--- src/rtl/ope_median_edge_pkg.sv ---
// ---------------------------------------------------------------------------
// ope_median_edge_pkg
//   Shared constants for the median/edge operation stage: tag encodings,
//   pixel width, the end-to-end pipeline latency and the run-time modes.
//   Ports: none (package).
// ---------------------------------------------------------------------------
package ope_median_edge_pkg;

  localparam int TAG_WIDTH = 2;
  localparam int PIX_WIDTH = 8;

  localparam logic [TAG_WIDTH-1:0] INVALID_TAG  = 2'd0;
  localparam logic [TAG_WIDTH-1:0] DATA_TAG0    = 2'd1;
  localparam logic [TAG_WIDTH-1:0] DATA_TAG1    = 2'd2;
  localparam logic [TAG_WIDTH-1:0] DATA_END_TAG = 2'd3;

  // Input edge n reaches the output register on edge n+LATENCY-1.
  localparam int LATENCY = 4;

  typedef enum logic [1:0] {
    MODE_PASS     = 2'd0,
    MODE_MED      = 2'd1,
    MODE_MEDSOBEL = 2'd2,
    MODE_SOBEL    = 2'd3
  } mode_e;

  function automatic logic is_data_tag(input logic [TAG_WIDTH-1:0] t);
    return (t == DATA_TAG0) || (t == DATA_TAG1);
  endfunction

endpackage

--- src/rtl/ope_median_edge_col_median.sv ---
// ---------------------------------------------------------------------------
// ope_median_edge_col_median
//   Registered median of LEN pixels (LEN odd) using an odd-even
//   transposition sort network. Latency 1.
//   Ports:
//     clk      in  clock, rising edge
//     rst      in  asynchronous active-low reset
//     refresh  in  synchronous clear, active-high
//     pix_in   in  LEN pixels, pixel k at [k*PIX_WIDTH +: PIX_WIDTH]
//     med_out  out registered median
// ---------------------------------------------------------------------------
module ope_median_edge_col_median #(
  parameter int PIX_WIDTH = 8,
  parameter int LEN       = 7
) (
  input  logic                     clk,
  input  logic                     rst,
  input  logic                     refresh,
  input  logic [LEN*PIX_WIDTH-1:0] pix_in,
  output logic [PIX_WIDTH-1:0]     med_out
);

  logic [PIX_WIDTH-1:0] med_d, med_q;

  always_comb begin
    logic [PIX_WIDTH-1:0] v [LEN];
    logic [PIX_WIDTH-1:0] tmp;
    tmp = '0;
    for (int k = 0; k < LEN; k++) begin
      v[k] = pix_in[k*PIX_WIDTH +: PIX_WIDTH];
    end
    // LEN rounds of alternating even/odd compare-exchange fully sort LEN items.
    for (int s = 0; s < LEN; s++) begin
      for (int i = s % 2; i < LEN - 1; i += 2) begin
        if (v[i] > v[i+1]) begin
          tmp    = v[i];
          v[i]   = v[i+1];
          v[i+1] = tmp;
        end
      end
    end
    med_d = refresh ? '0 : v[LEN/2];
  end

  always_ff @(posedge clk or negedge rst) begin
    if (!rst) med_q <= '0;
    else      med_q <= med_d;
  end

  assign med_out = med_q;

endmodule

--- src/rtl/ope_median_edge.sv ---
// ---------------------------------------------------------------------------
// ope_median_edge
//   Column-median + Sobel operation stage. Column 0 of the tagged window is
//   reduced to three MED_LEN-row medians that feed a 3x3 median-of-median
//   window; a parallel raw window tracks rows c-1..c+1. The output is the
//   delayed centre pixel, the window median, or a Sobel magnitude, selected
//   by a mode latched on refresh. Fixed 4-stage latency in every mode.
//   Ports:
//     clk        in  clock, rising edge
//     rst        in  asynchronous active-low reset
//     refresh    in  synchronous frame-start clear (also latches mode)
//     mode       in  0 pass centre, 1 median, 2 median+Sobel, 3 raw Sobel
//     data_bus   in  OPE_WIDTH x OPE_WIDTH tagged window
//     out        out {tag, pixel}
//     frame_done out sticky, set the cycle after DATA_END_TAG is emitted
//     pix_count  out DATA_TAG0/DATA_TAG1 outputs emitted this frame
// ---------------------------------------------------------------------------
module ope_median_edge
  import ope_median_edge_pkg::*;
#(
  parameter int OPE_WIDTH  = 9,
  parameter int MED_LEN    = 7,
  parameter int GRAD_SHIFT = 0,
  parameter int CNT_WIDTH  = 20,
  parameter int DATA_WIDTH = PIX_WIDTH + TAG_WIDTH
) (
  input  logic                                  clk,
  input  logic                                  rst,
  input  logic                                  refresh,
  input  logic [1:0]                            mode,
  input  logic [DATA_WIDTH*OPE_WIDTH**2-1:0]    data_bus,
  output logic [DATA_WIDTH-1:0]                 out,
  output logic                                  frame_done,
  output logic [CNT_WIDTH-1:0]                  pix_count
);

  localparam int C  = OPE_WIDTH / 2;
  localparam int O  = (OPE_WIDTH - MED_LEN - 2) / 2;
  localparam int SW = PIX_WIDTH + 3;  // holds 4*max pixel, signed
  localparam logic [PIX_WIDTH-1:0] PIX_MAX = '1;

  // Only column 0 and the centre tag are consumed.
  logic data_bus_unused;
  assign data_bus_unused = ^data_bus;

  // S1
  logic [PIX_WIDTH-1:0] col_d [OPE_WIDTH];
  logic [PIX_WIDTH-1:0] col_q [OPE_WIDTH];
  logic [PIX_WIDTH-1:0] ctr_d, ctr_q;
  // S2
  logic [PIX_WIDTH-1:0] med [3];
  logic [PIX_WIDTH-1:0] raw2_d [3];
  logic [PIX_WIDTH-1:0] raw2_q [3];
  logic [PIX_WIDTH-1:0] ctr2_d, ctr2_q;
  // S3: [row][age], age 0 is the newest column
  logic [PIX_WIDTH-1:0] w_d   [3][3];
  logic [PIX_WIDTH-1:0] w_q   [3][3];
  logic [PIX_WIDTH-1:0] raw_d [3][3];
  logic [PIX_WIDTH-1:0] raw_q [3][3];
  logic [PIX_WIDTH-1:0] ctr3_d, ctr3_q;
  // Tag delay; the output register supplies the final stage.
  logic [TAG_WIDTH-1:0] tag_d [LATENCY-1];
  logic [TAG_WIDTH-1:0] tag_q [LATENCY-1];
  // S4 and status
  logic [DATA_WIDTH-1:0] out_d, out_q;
  logic                  frame_done_d, frame_done_q;
  logic [CNT_WIDTH-1:0]  pix_count_d, pix_count_q;
  mode_e                 mode_d, mode_q;

  logic [PIX_WIDTH-1:0] res_pix;
  logic [TAG_WIDTH-1:0] out_tag;

  for (genvar g = 0; g < 3; g++) begin : g_med
    logic [MED_LEN*PIX_WIDTH-1:0] grp;
    for (genvar k = 0; k < MED_LEN; k++) begin : g_pack
      assign grp[k*PIX_WIDTH +: PIX_WIDTH] = col_q[O+g+k];
    end
    ope_median_edge_col_median #(
      .PIX_WIDTH (PIX_WIDTH),
      .LEN       (MED_LEN)
    ) u_col_median (
      .clk     (clk),
      .rst     (rst),
      .refresh (refresh),
      .pix_in  (grp),
      .med_out (med[g])
    );
  end

  function automatic logic [SW-1:0] wsum(input logic [PIX_WIDTH-1:0] a,
                                         input logic [PIX_WIDTH-1:0] b,
                                         input logic [PIX_WIDTH-1:0] c);
    return {3'b000, a} + {2'b00, b, 1'b0} + {3'b000, c};
  endfunction

  // p[row][age]: age 0 is the left kernel column, age 2 the right one.
  function automatic logic [PIX_WIDTH-1:0] sobel_mag(input logic [PIX_WIDTH-1:0] p [3][3]);
    logic signed [SW-1:0] gx, gy;
    logic [SW-1:0] ax, ay, mag, shf;
    gx  = $signed(wsum(p[0][0], p[1][0], p[2][0])) - $signed(wsum(p[0][2], p[1][2], p[2][2]));
    gy  = $signed(wsum(p[0][0], p[0][1], p[0][2])) - $signed(wsum(p[2][0], p[2][1], p[2][2]));
    ax  = gx[SW-1] ? $unsigned(-gx) : $unsigned(gx);
    ay  = gy[SW-1] ? $unsigned(-gy) : $unsigned(gy);
    mag = ax + ay;
    shf = mag >> GRAD_SHIFT;
    return (shf > SW'(PIX_MAX)) ? PIX_MAX : shf[PIX_WIDTH-1:0];
  endfunction

  always_comb begin
    for (int y = 0; y < OPE_WIDTH; y++) begin
      col_d[y] = data_bus[(y*OPE_WIDTH)*DATA_WIDTH +: PIX_WIDTH];
    end
    ctr_d    = data_bus[(C*OPE_WIDTH)*DATA_WIDTH +: PIX_WIDTH];
    tag_d[0] = data_bus[(C*OPE_WIDTH+C)*DATA_WIDTH+PIX_WIDTH +: TAG_WIDTH];
    for (int k = 1; k < LATENCY - 1; k++) begin
      tag_d[k] = tag_q[k-1];
    end

    ctr2_d = ctr_q;
    ctr3_d = ctr2_q;
    for (int r = 0; r < 3; r++) begin
      raw2_d[r]   = col_q[C-1+r];
      w_d[r][0]   = med[r];
      w_d[r][1]   = w_q[r][0];
      w_d[r][2]   = w_q[r][1];
      raw_d[r][0] = raw2_q[r];
      raw_d[r][1] = raw_q[r][0];
      raw_d[r][2] = raw_q[r][1];
    end

    case (mode_q)
      MODE_PASS:     res_pix = ctr3_q;
      MODE_MED:      res_pix = w_q[1][1];
      MODE_MEDSOBEL: res_pix = sobel_mag(w_q);
      MODE_SOBEL:    res_pix = sobel_mag(raw_q);
      default:       res_pix = '0;
    endcase

    out_tag      = tag_q[LATENCY-2];
    out_d        = {out_tag, (out_tag == INVALID_TAG) ? '0 : res_pix};
    pix_count_d  = pix_count_q + CNT_WIDTH'(is_data_tag(out_tag));
    frame_done_d = frame_done_q | (out_q[DATA_WIDTH-1 -: TAG_WIDTH] == DATA_END_TAG);
    mode_d       = mode_q;

    // Frame start: same clear as reset, data in this cycle is dropped.
    if (refresh) begin
      for (int y = 0; y < OPE_WIDTH; y++) col_d[y] = '0;
      for (int k = 0; k < LATENCY - 1; k++) tag_d[k] = INVALID_TAG;
      for (int r = 0; r < 3; r++) begin
        raw2_d[r] = '0;
        for (int a = 0; a < 3; a++) begin
          w_d[r][a]   = '0;
          raw_d[r][a] = '0;
        end
      end
      ctr_d        = '0;
      ctr2_d       = '0;
      ctr3_d       = '0;
      out_d        = '0;
      pix_count_d  = '0;
      frame_done_d = 1'b0;
      mode_d       = mode_e'(mode);
    end
  end

  always_ff @(posedge clk or negedge rst) begin
    if (!rst) begin
      for (int y = 0; y < OPE_WIDTH; y++) col_q[y] <= '0;
      for (int k = 0; k < LATENCY - 1; k++) tag_q[k] <= INVALID_TAG;
      for (int r = 0; r < 3; r++) begin
        raw2_q[r] <= '0;
        for (int a = 0; a < 3; a++) begin
          w_q[r][a]   <= '0;
          raw_q[r][a] <= '0;
        end
      end
      ctr_q        <= '0;
      ctr2_q       <= '0;
      ctr3_q       <= '0;
      out_q        <= '0;
      pix_count_q  <= '0;
      frame_done_q <= 1'b0;
      mode_q       <= MODE_PASS;
    end else begin
      col_q        <= col_d;
      tag_q        <= tag_d;
      raw2_q       <= raw2_d;
      w_q          <= w_d;
      raw_q        <= raw_d;
      ctr_q        <= ctr_d;
      ctr2_q       <= ctr2_d;
      ctr3_q       <= ctr3_d;
      out_q        <= out_d;
      pix_count_q  <= pix_count_d;
      frame_done_q <= frame_done_d;
      mode_q       <= mode_d;
    end
  end

  assign out        = out_q;
  assign frame_done = frame_done_q;
  assign pix_count  = pix_count_q;

endmodule

--- config.mk ---
export PLATFORM = sky130hd
export DESIGN_NAME = ope_median_edge
export DESIGN_NICKNAME = d
export VERILOG_FILES = /design/src/rtl/ope_median_edge_pkg.sv /design/src/rtl/ope_median_edge_col_median.sv /design/src/rtl/ope_median_edge.sv
export SDC_FILE = /design/constraint.sdc
export NUM_CORES = 2
export LEC_CHECK = 0
export ABC_AREA = 1
export ABC_CLOCK_PERIOD_IN_PS = 10600
export BUFFER_PORTS_ARGS = -buffer_cell sky130_fd_sc_hd__buf_4
export CAP_MARGIN = 30
export CORE_AREA = 5 5 327 329
export DETAILED_ROUTE_END_ITERATION = 12
export DIE_AREA = 0 0 332 334
export PLACE_DENSITY = 0.58
export SLEW_MARGIN = 20
export SYNTH_ARGS = -nofsm -noshare
export SYNTH_HDL_FRONTEND = slang
export SYNTH_HIERARCHICAL = 1
export SYNTH_SLANG_ARGS = --single-unit
export TNS_END_PERCENT = 20
--- constraint.sdc ---
create_clock -name clk -period 10.6 [get_ports clk]
set_clock_uncertainty 0.15 [all_clocks]
set_input_delay 2.12 -clock clk [delete_from_list [all_inputs] [get_ports clk]]
set_output_delay 2.12 -clock clk [all_outputs]
set_load 0.02 [all_outputs]
# [Word level (Yosys, flattened, before mapping)]
# Cells that the tools add are included.
[totals] regBits=327 input_bits=815
[op_classes] addsub=27 n_eq_ne=6 n_lt_le_gt_ge=53 bitwise_logic=1 n_reduce_logical=3 mux=73
[op_table] cell="2-to-1 mux 16 bit" count=42
[op_table] cell="greater-than comparator 8 bit" count=51
[op_table] cell="2-to-1 mux 72 bit" count=3
[op_table] cell="2-to-1 mux 8 bit" count=18
[op_table] cell="adder 10 x 8 -> 11 bit" count=8
[op_table] cell="adder 8 x 9 -> 10 bit" count=8
[op_table] cell="2-to-1 mux 11 bit" count=4
[op_table] cell="negation 11 bit" count=4
[op_table] cell="subtractor 11 bit" count=4
[op_table] cell="one-hot mux 8 bit (4 select lines)" count=1
[op_table] cell="2-to-1 mux 24 bit" count=1
[op_table] cell="adder 11 bit" count=2
[op_table] cell="greater-than comparator 11 x 8 -> 1 bit, second input constant" count=2
[op_table] cell="adder 20 x 1 -> 20 bit" count=1
[op_table] cell="2-to-1 mux 20 bit" count=1
[op_table] cell="2-to-1 mux 10 bit" count=1
[op_table] cell="equality test 2 bit, second input constant" count=4
[op_table] cell="2-to-1 mux 6 bit" count=1
[op_table] cell="equality test 2 x 1 -> 1 bit, second input constant" count=2
[op_table] cell="zero test 2 bit" count=2
[op_table] cell="logical OR 1 bit" count=1
[op_table] cell="2-to-1 mux 1 bit" count=1
[op_table] cell="OR 1 bit" count=1

# [Longest topological paths before layout]
[logic_depth] depth_word=15 mapped_depth=85 depth_no_buf=80

# [By module]
# The synthesis kept the hierarchy.
[modules_own_cells] mod="ope_median_edge" seq_area_each_um2=6981.7 cells_each=2026 area_each_um2=16998.8 instances=1
[modules_own_cells] mod="ope_median_edge_col_median at g_med[2].u_col_median" seq_area_each_um2=200.2 cells_each=1196 area_each_um2=6611.3 instances=1
[modules_own_cells] mod="ope_median_edge_col_median at g_med[0].u_col_median" seq_area_each_um2=200.2 cells_each=1198 area_each_um2=6602.6 instances=1
[modules_own_cells] mod="ope_median_edge_col_median at g_med[1].u_col_median" seq_area_each_um2=200.2 cells_each=1186 area_each_um2=6500.0 instances=1

# [Worst setup path after synthesis]
# OpenSTA, ideal clock, no wires.
[synth_path] path_kind="register to register" start="register col_q[47] (netlist name)" end="register g_med[2].u_col_median.med_q[1]" period_less_slack_ns=10.629 required_ns=10.387 n_path_buf=6 stages_incl_launch_ff=66 setup_slack_ns=-0.029 arrival_ns=10.416 path_cell_list="dfrtp_1 > inv_1 > ha_1 > nand2_1 > nor2_1 > nand4_1 > nand2_1 > clkbuf_1 > clkbuf_1 > a21oi_1 > ha_1 > a21oi_1 > nor2_1 > a211oi_1 > nand2_2 > nand2_1 > inv_1 > clkbuf_1 > [... 30 more ...] > inv_1 > a21oi_1 > o21ai_0 > nand2_1 > a32oi_1 > clkinv_1 > or2_2 > nand2_1 > inv_1 > ha_1 > a21oi_1 > o21ai_0 > nand2_1 > a32oi_1 > inv_1 > nand3_1 > nand2_1 > inv_1"
[synth_via] elab_chain_len=15 word_cells_on_any_way=25 classes_between="12 x order compare; 13 x mux"
[synth_rtl] element="from (decl)" line_no="ope_median_edge.sv:48" text="logic [PIX_WIDTH-1:0] col_q [OPE_WIDTH];"
[synth_rtl] element="from (signal assigned)" line_no="ope_median_edge.sv:185" text="col_q <= col_d;"
[synth_rtl] element="greater-than comparator 8 bit" line_no="ope_median_edge_col_median.sv:35" text="if (v[i] > v[i+1]) begin"
[synth_rtl] element="2-to-1 mux 16 bit *" line_no="ope_median_edge_col_median.sv:35"
[synth_rtl] element="greater-than comparator 8 bit" line_no="ope_median_edge_col_median.sv:35"
[synth_rtl] element="2-to-1 mux 16 bit" line_no="ope_median_edge_col_median.sv:35"
[synth_rtl] element="greater-than comparator 8 bit" line_no="ope_median_edge_col_median.sv:35"
[synth_rtl] element="2-to-1 mux 16 bit" line_no="ope_median_edge_col_median.sv:35"
[synth_rtl] element="greater-than comparator 8 bit" line_no="ope_median_edge_col_median.sv:35"
[synth_rtl] element="2-to-1 mux 16 bit" line_no="ope_median_edge_col_median.sv:35"
[synth_rtl] element="greater-than comparator 8 bit" line_no="ope_median_edge_col_median.sv:35"
[synth_rtl] element="2-to-1 mux 8 bit / 2-to-1 mux 16 bit (equally long branches)" line_no="ope_median_edge_col_median.sv:35"
[synth_rtl] element="greater-than comparator 8 bit" line_no="ope_median_edge_col_median.sv:35"
[synth_rtl] element="2-to-1 mux 8 bit / 2-to-1 mux 16 bit (equally long branches)" line_no="ope_median_edge_col_median.sv:35"
[synth_rtl] element="greater-than comparator 8 bit" line_no="ope_median_edge_col_median.sv:35"
[synth_rtl] element="2-to-1 mux 8 bit *" line_no="ope_median_edge_col_median.sv:35"
[synth_rtl] element="2-to-1 mux 8 bit *" line_no="ope_median_edge_col_median.sv:42" text="med_d = refresh ? '0 : v[LEN/2];"
[synth_rtl] element="via g_med[2].u_col_median.med_d[1]" line_no="ope_median_edge_col_median.sv:23" text="logic [PIX_WIDTH-1:0] med_d, med_q;"
[synth_rtl] element="to (signal assigned)" line_no="ope_median_edge_col_median.sv:47" text="else med_q <= med_d;"
[synth_rtl] element="to (decl)" line_no="ope_median_edge_col_median.sv:23"
# The timed path passes the listed nets; every way through them passes the cells marked *.
# A chain may end at the register's enable or synchronous reset.

# [Worst setup path in the final report]
[layout_path] start="register col_q[61] (netlist name)" end="register g_med[1].u_col_median.med_q[1]"
[layout_via] elab_chain_len=15 word_cells_on_any_way=25 classes_between="12 x order compare; 13 x mux"
[layout_rtl] element="greater-than comparator 8 bit" line_no="ope_median_edge_col_median.sv:35"
[layout_rtl] element="2-to-1 mux 16 bit *" line_no="ope_median_edge_col_median.sv:35"
[layout_rtl] element="greater-than comparator 8 bit" line_no="ope_median_edge_col_median.sv:35"
[layout_rtl] element="2-to-1 mux 16 bit" line_no="ope_median_edge_col_median.sv:35"
[layout_rtl] element="greater-than comparator 8 bit" line_no="ope_median_edge_col_median.sv:35"
[layout_rtl] element="2-to-1 mux 16 bit" line_no="ope_median_edge_col_median.sv:35"
[layout_rtl] element="greater-than comparator 8 bit" line_no="ope_median_edge_col_median.sv:35"
[layout_rtl] element="2-to-1 mux 16 bit" line_no="ope_median_edge_col_median.sv:35"
[layout_rtl] element="greater-than comparator 8 bit" line_no="ope_median_edge_col_median.sv:35"
[layout_rtl] element="2-to-1 mux 8 bit / 2-to-1 mux 16 bit (equally long branches)" line_no="ope_median_edge_col_median.sv:35"
[layout_rtl] element="greater-than comparator 8 bit" line_no="ope_median_edge_col_median.sv:35"
[layout_rtl] element="2-to-1 mux 8 bit / 2-to-1 mux 16 bit (equally long branches)" line_no="ope_median_edge_col_median.sv:35"
[layout_rtl] element="greater-than comparator 8 bit" line_no="ope_median_edge_col_median.sv:35"
[layout_rtl] element="2-to-1 mux 8 bit *" line_no="ope_median_edge_col_median.sv:35"
[layout_rtl] element="2-to-1 mux 8 bit *" line_no="ope_median_edge_col_median.sv:42"
[layout_rtl] element="via g_med[1].u_col_median.med_d[1]" line_no="ope_median_edge_col_median.sv:23"
[layout_rtl] element="to (signal assigned)" line_no="ope_median_edge_col_median.sv:47"
[layout_rtl] element="to (decl)" line_no="ope_median_edge_col_median.sv:23"
# Marks and branches as above.

==> metrics.md <==
| Metric | Value |
|---|---|
| DRT iter0 DRCs | `2316` |
| Synth-to-Final Area Change | `29.16%` |
| Critical path's slowest cell | `dfrtp_2` |
| CTS tree | `done` |
| Reg-to-reg slack, setup | `0.38 ns` |
| Clk_lat worst skew | `0.58 ns` |
| IO Port Bufs | `109` |
| TritonRoute pass-1 iters | `7` |
| Reg clk slew, reported paths | `0.07 ns` |
| Detail Placement HPWL | `90620 um` |
| Worst Setup SP | `col_q[61]$_DFF_PN0_` |
| Yosys warning count | `6` |
| Critical path required time | `10.91 ns` |
| Largest net degree at the start of global routing | `179` |
| Die Width | `332 um` |
| Status | `complete, no violations` |
| Top cells by area, synth | `dfrtp_1 (21%), ha_1 (16%), nand2_1 (15%), inv_1 (11%), o21ai_0 (7.1%)` |
| HP Class | `reg2reg` |
| Crit-path max cell delay | `0.46 ns` |
| FMAX | `0.09782 GHz` |
| Most used cell, CP | `buf_4` |
| Max-slew violation count | `0` |
| # DRC | `0` |
| GP Congestion | `0.9225` |
| Register bit total from synthesis | `303` |
| Critical path startpoint category | `flop` |
| Global route overflow | `0` |
| Fill count | `10500` |
| EDFF count, synth | `0` |
| Synth unique cells | `55` |
| Reg2Reg Launch Point | `col_q[61]$_DFF_PN0_` |
| CTS H-tree lvls | `2` |
| Synth Instances | `5606` |
| Final setup viols | `0` |
| Tmin final | `10.22 ns` |
| Sink Count | `303` |
| Top FF cell, synth | `dfrtp_1` |
| First-pass GRT wire length | `174000 um` |
| Worst setup EP type | `flop` |
| Ports | `846` |
| Root Buffer | `clkbuf_16` |
| Post-synth top area share | `20.65%` |
| ANT cells | `0` |
| Clock Path Buffers | `3` |
| Minimum hold slack | `0.2920 ns` |
| Tightest Pin Transition | `1.065 ns` |
| Layout cells sized above 1 | `22.19%` |
| GRT Total Usage | `19.21%` |
| Final ANT Viol Nets | `0` |
| Final period util | `96.44%` |
| Syn Nets | `7009` |
| Die Y | `334 um` |
| Setup Crit Path Kind | `reg2reg` |
| Async S/R FF share, synth | `100.0%` |
| Via count | `36900` |
| Initial core utilization | `35.57%` |
| Max Cap Viol | `0` |
| Die ar. | `110900 um^2` |
| Hold Crit Start | `ctr2_q[6]$_DFF_PN0_` |
| Synth area leader | `dfrtp_1` |
| Vias in the first global route | `34130` |
| Mean post-synth cell area | `6.549 um^2` |
| Final number of hold-violating endpoints | `0` |
| Core footprint | `103200 um^2` |
| Total wire length | `112800 um` |
| Sequential fraction of the synthesis area | `20.65%` |
| WL/cell | `14.57 um` |
| Mapped Area | `36710 um^2` |
| Num CTS Buffers | `37` |
| Detailed-route vias per instance | `4.765` |
| # hold bufs at CTS | `0` |
| Worst Path Max Fanout | `7` |
| Headroom to the max-slew limit | `28.22%` |
| Cell Rows | `118` |
| Initial antenna violation count | `2` |
| CP arrival | `10.53 ns` |
| Nets | `7737` |
-- cell type report --
cell class	count	area (um^2)	area share, %
Clock buffer	45	1016	2.143
Sequential cell	303	7607	16.04
Timing Repair inverter	22	157.7	0.3325
Timing Repair Buffer	776	6237	13.15
Multi-Input combinational cell	4119	26210	55.26
Clock inverter	23	355.3	0.7494
Inverter	1075	4114	8.676
Tap cell	1380	1727	3.641
-- worst max-delay path: cells and delay by family (launching register included) --
kind | cells | cell delay (ns)
AOI/OAI and AO/OA | 15 | 2.93
DFF | 1 | 0.46
adders and majority gates | 7 | 1.99
and+or+nand+nor | 25 | 2.56
buffers and inverters | 15 | 1.98
-- layer usage --
metal	vias up	part of all wire [%]	track usage, %
met3	182	4.3	2.461
met1	16830	45	24.83
li1	19150	-	-
met5	-	0	0
met4	0	4.3	6.934
met2	733	47	33.13
-- path summary, 6_finish.rpt --
path,to,depth (start not counted)
min,ctr3_q[6]$_DFF_PN0_,2
max in group asynchronous,raw2_q[2]$_DFF_PN0_,2
max,g_med[1].u_col_median/med_out[1]$_DFF_PN0_,62
min reg2reg,ctr3_q[6]$_DFF_PN0_,2
min in group asynchronous,col_q[4]$_DFF_PN0_,1
max reg2reg,g_med[1].u_col_median/med_out[1]$_DFF_PN0_,62
-- kinds of logic (layout without fill, tap and decap cells) --
logic type	count (synthesis)	after routing	synth area share [%]
and+or+nand+nor	2628	2636	30.77
adders and majority gates	588	588	22.62
xor gates and xnor gates	49	49	1.169
AOI/OAI and AO/OA	846	846	12.39
buffers and inverters	1192	1941	12.41
DFF	303	303	20.65
-- cell usage in the layout, fill, tap and decap left out, types with 64 or more instances in the layout --
master and count:
o21ai_0 287, nor2_1 486, o21ai_2 64, nand2_2 162, a21oi_1 176, buf_4 722, o21ai_1 162, fa_1 126
ha_1 436, nand2_1 1417, nand3_1 330, dfrtp_1 283, inv_1 1014
-- synth_stat cells (4+ instances only) --
cell type / count
a211oi_1: 38
a21o_1: 12
a21oi_1: 206
a21oi_2: 4
a31oi_1: 6
a32oi_1: 6
and2_1: 30
buf_2: 11
clkbuf_1: 96
dfrtp_1: 303
fa_1: 126
ha_1: 462
inv_1: 1053
inv_2: 19
nand2_1: 1456
nand2_2: 138
nand2_4: 19
nand3_1: 339
nand3_2: 6
nand3b_1: 13
nand4_1: 50
nand4_2: 4
nor2_1: 515
nor2_2: 24
nor3_1: 14
o211ai_1: 5
o21a_1: 8
o21ai_0: 518
o21ai_1: 7
o21bai_1: 21
o31ai_1: 8
or2_2: 5
xnor2_1: 11
xor2_1: 38
-- state kept, by name, indices dropped and copies added (netlist names) --
register / count
raw2_q: 16
ctr2_q: 8
frame_done: 1
col_q: 65
out_tag: 2
g_med.u_col_median/med_out: 24
mode_q: 2
out: 10
raw_q: 64
ctr_q: 7
tag_q: 4
ctr3_q: 8
w_q: 72
pix_count: 20
-- stage by stage --
stage	area, um^2	utilization (%)	cells	worst slack, ns	TNS, ns
2_1_floorplan	36720	-	5606	0.03516	0
3_3_place_gp	42780	41.45	7495	-0.5736	-5.550
3_5_place_dp	42780	41.45	7495	-0.5888	-7.409
4_1_cts	44270	42.89	7567	0.01382	0
5_1_grt	47420	45.95	7743	-0.1710	-1.873
6_report	47420	45.95	7743	0.3774	0
-- timing repair --
| action | CTS | global route |
|---|---|---|
| gates cloned | 3 | 31 |
| setup endpoints to repair | 24 | 24 |
| buffers inserted | 1 | 145 |
| resized for setup | 81 | 605 |
| pin swaps | 0 | 139 |
Power is not shown: default switching activity piles up to over one toggle a cycle in this logic, so the estimate is an artifact.
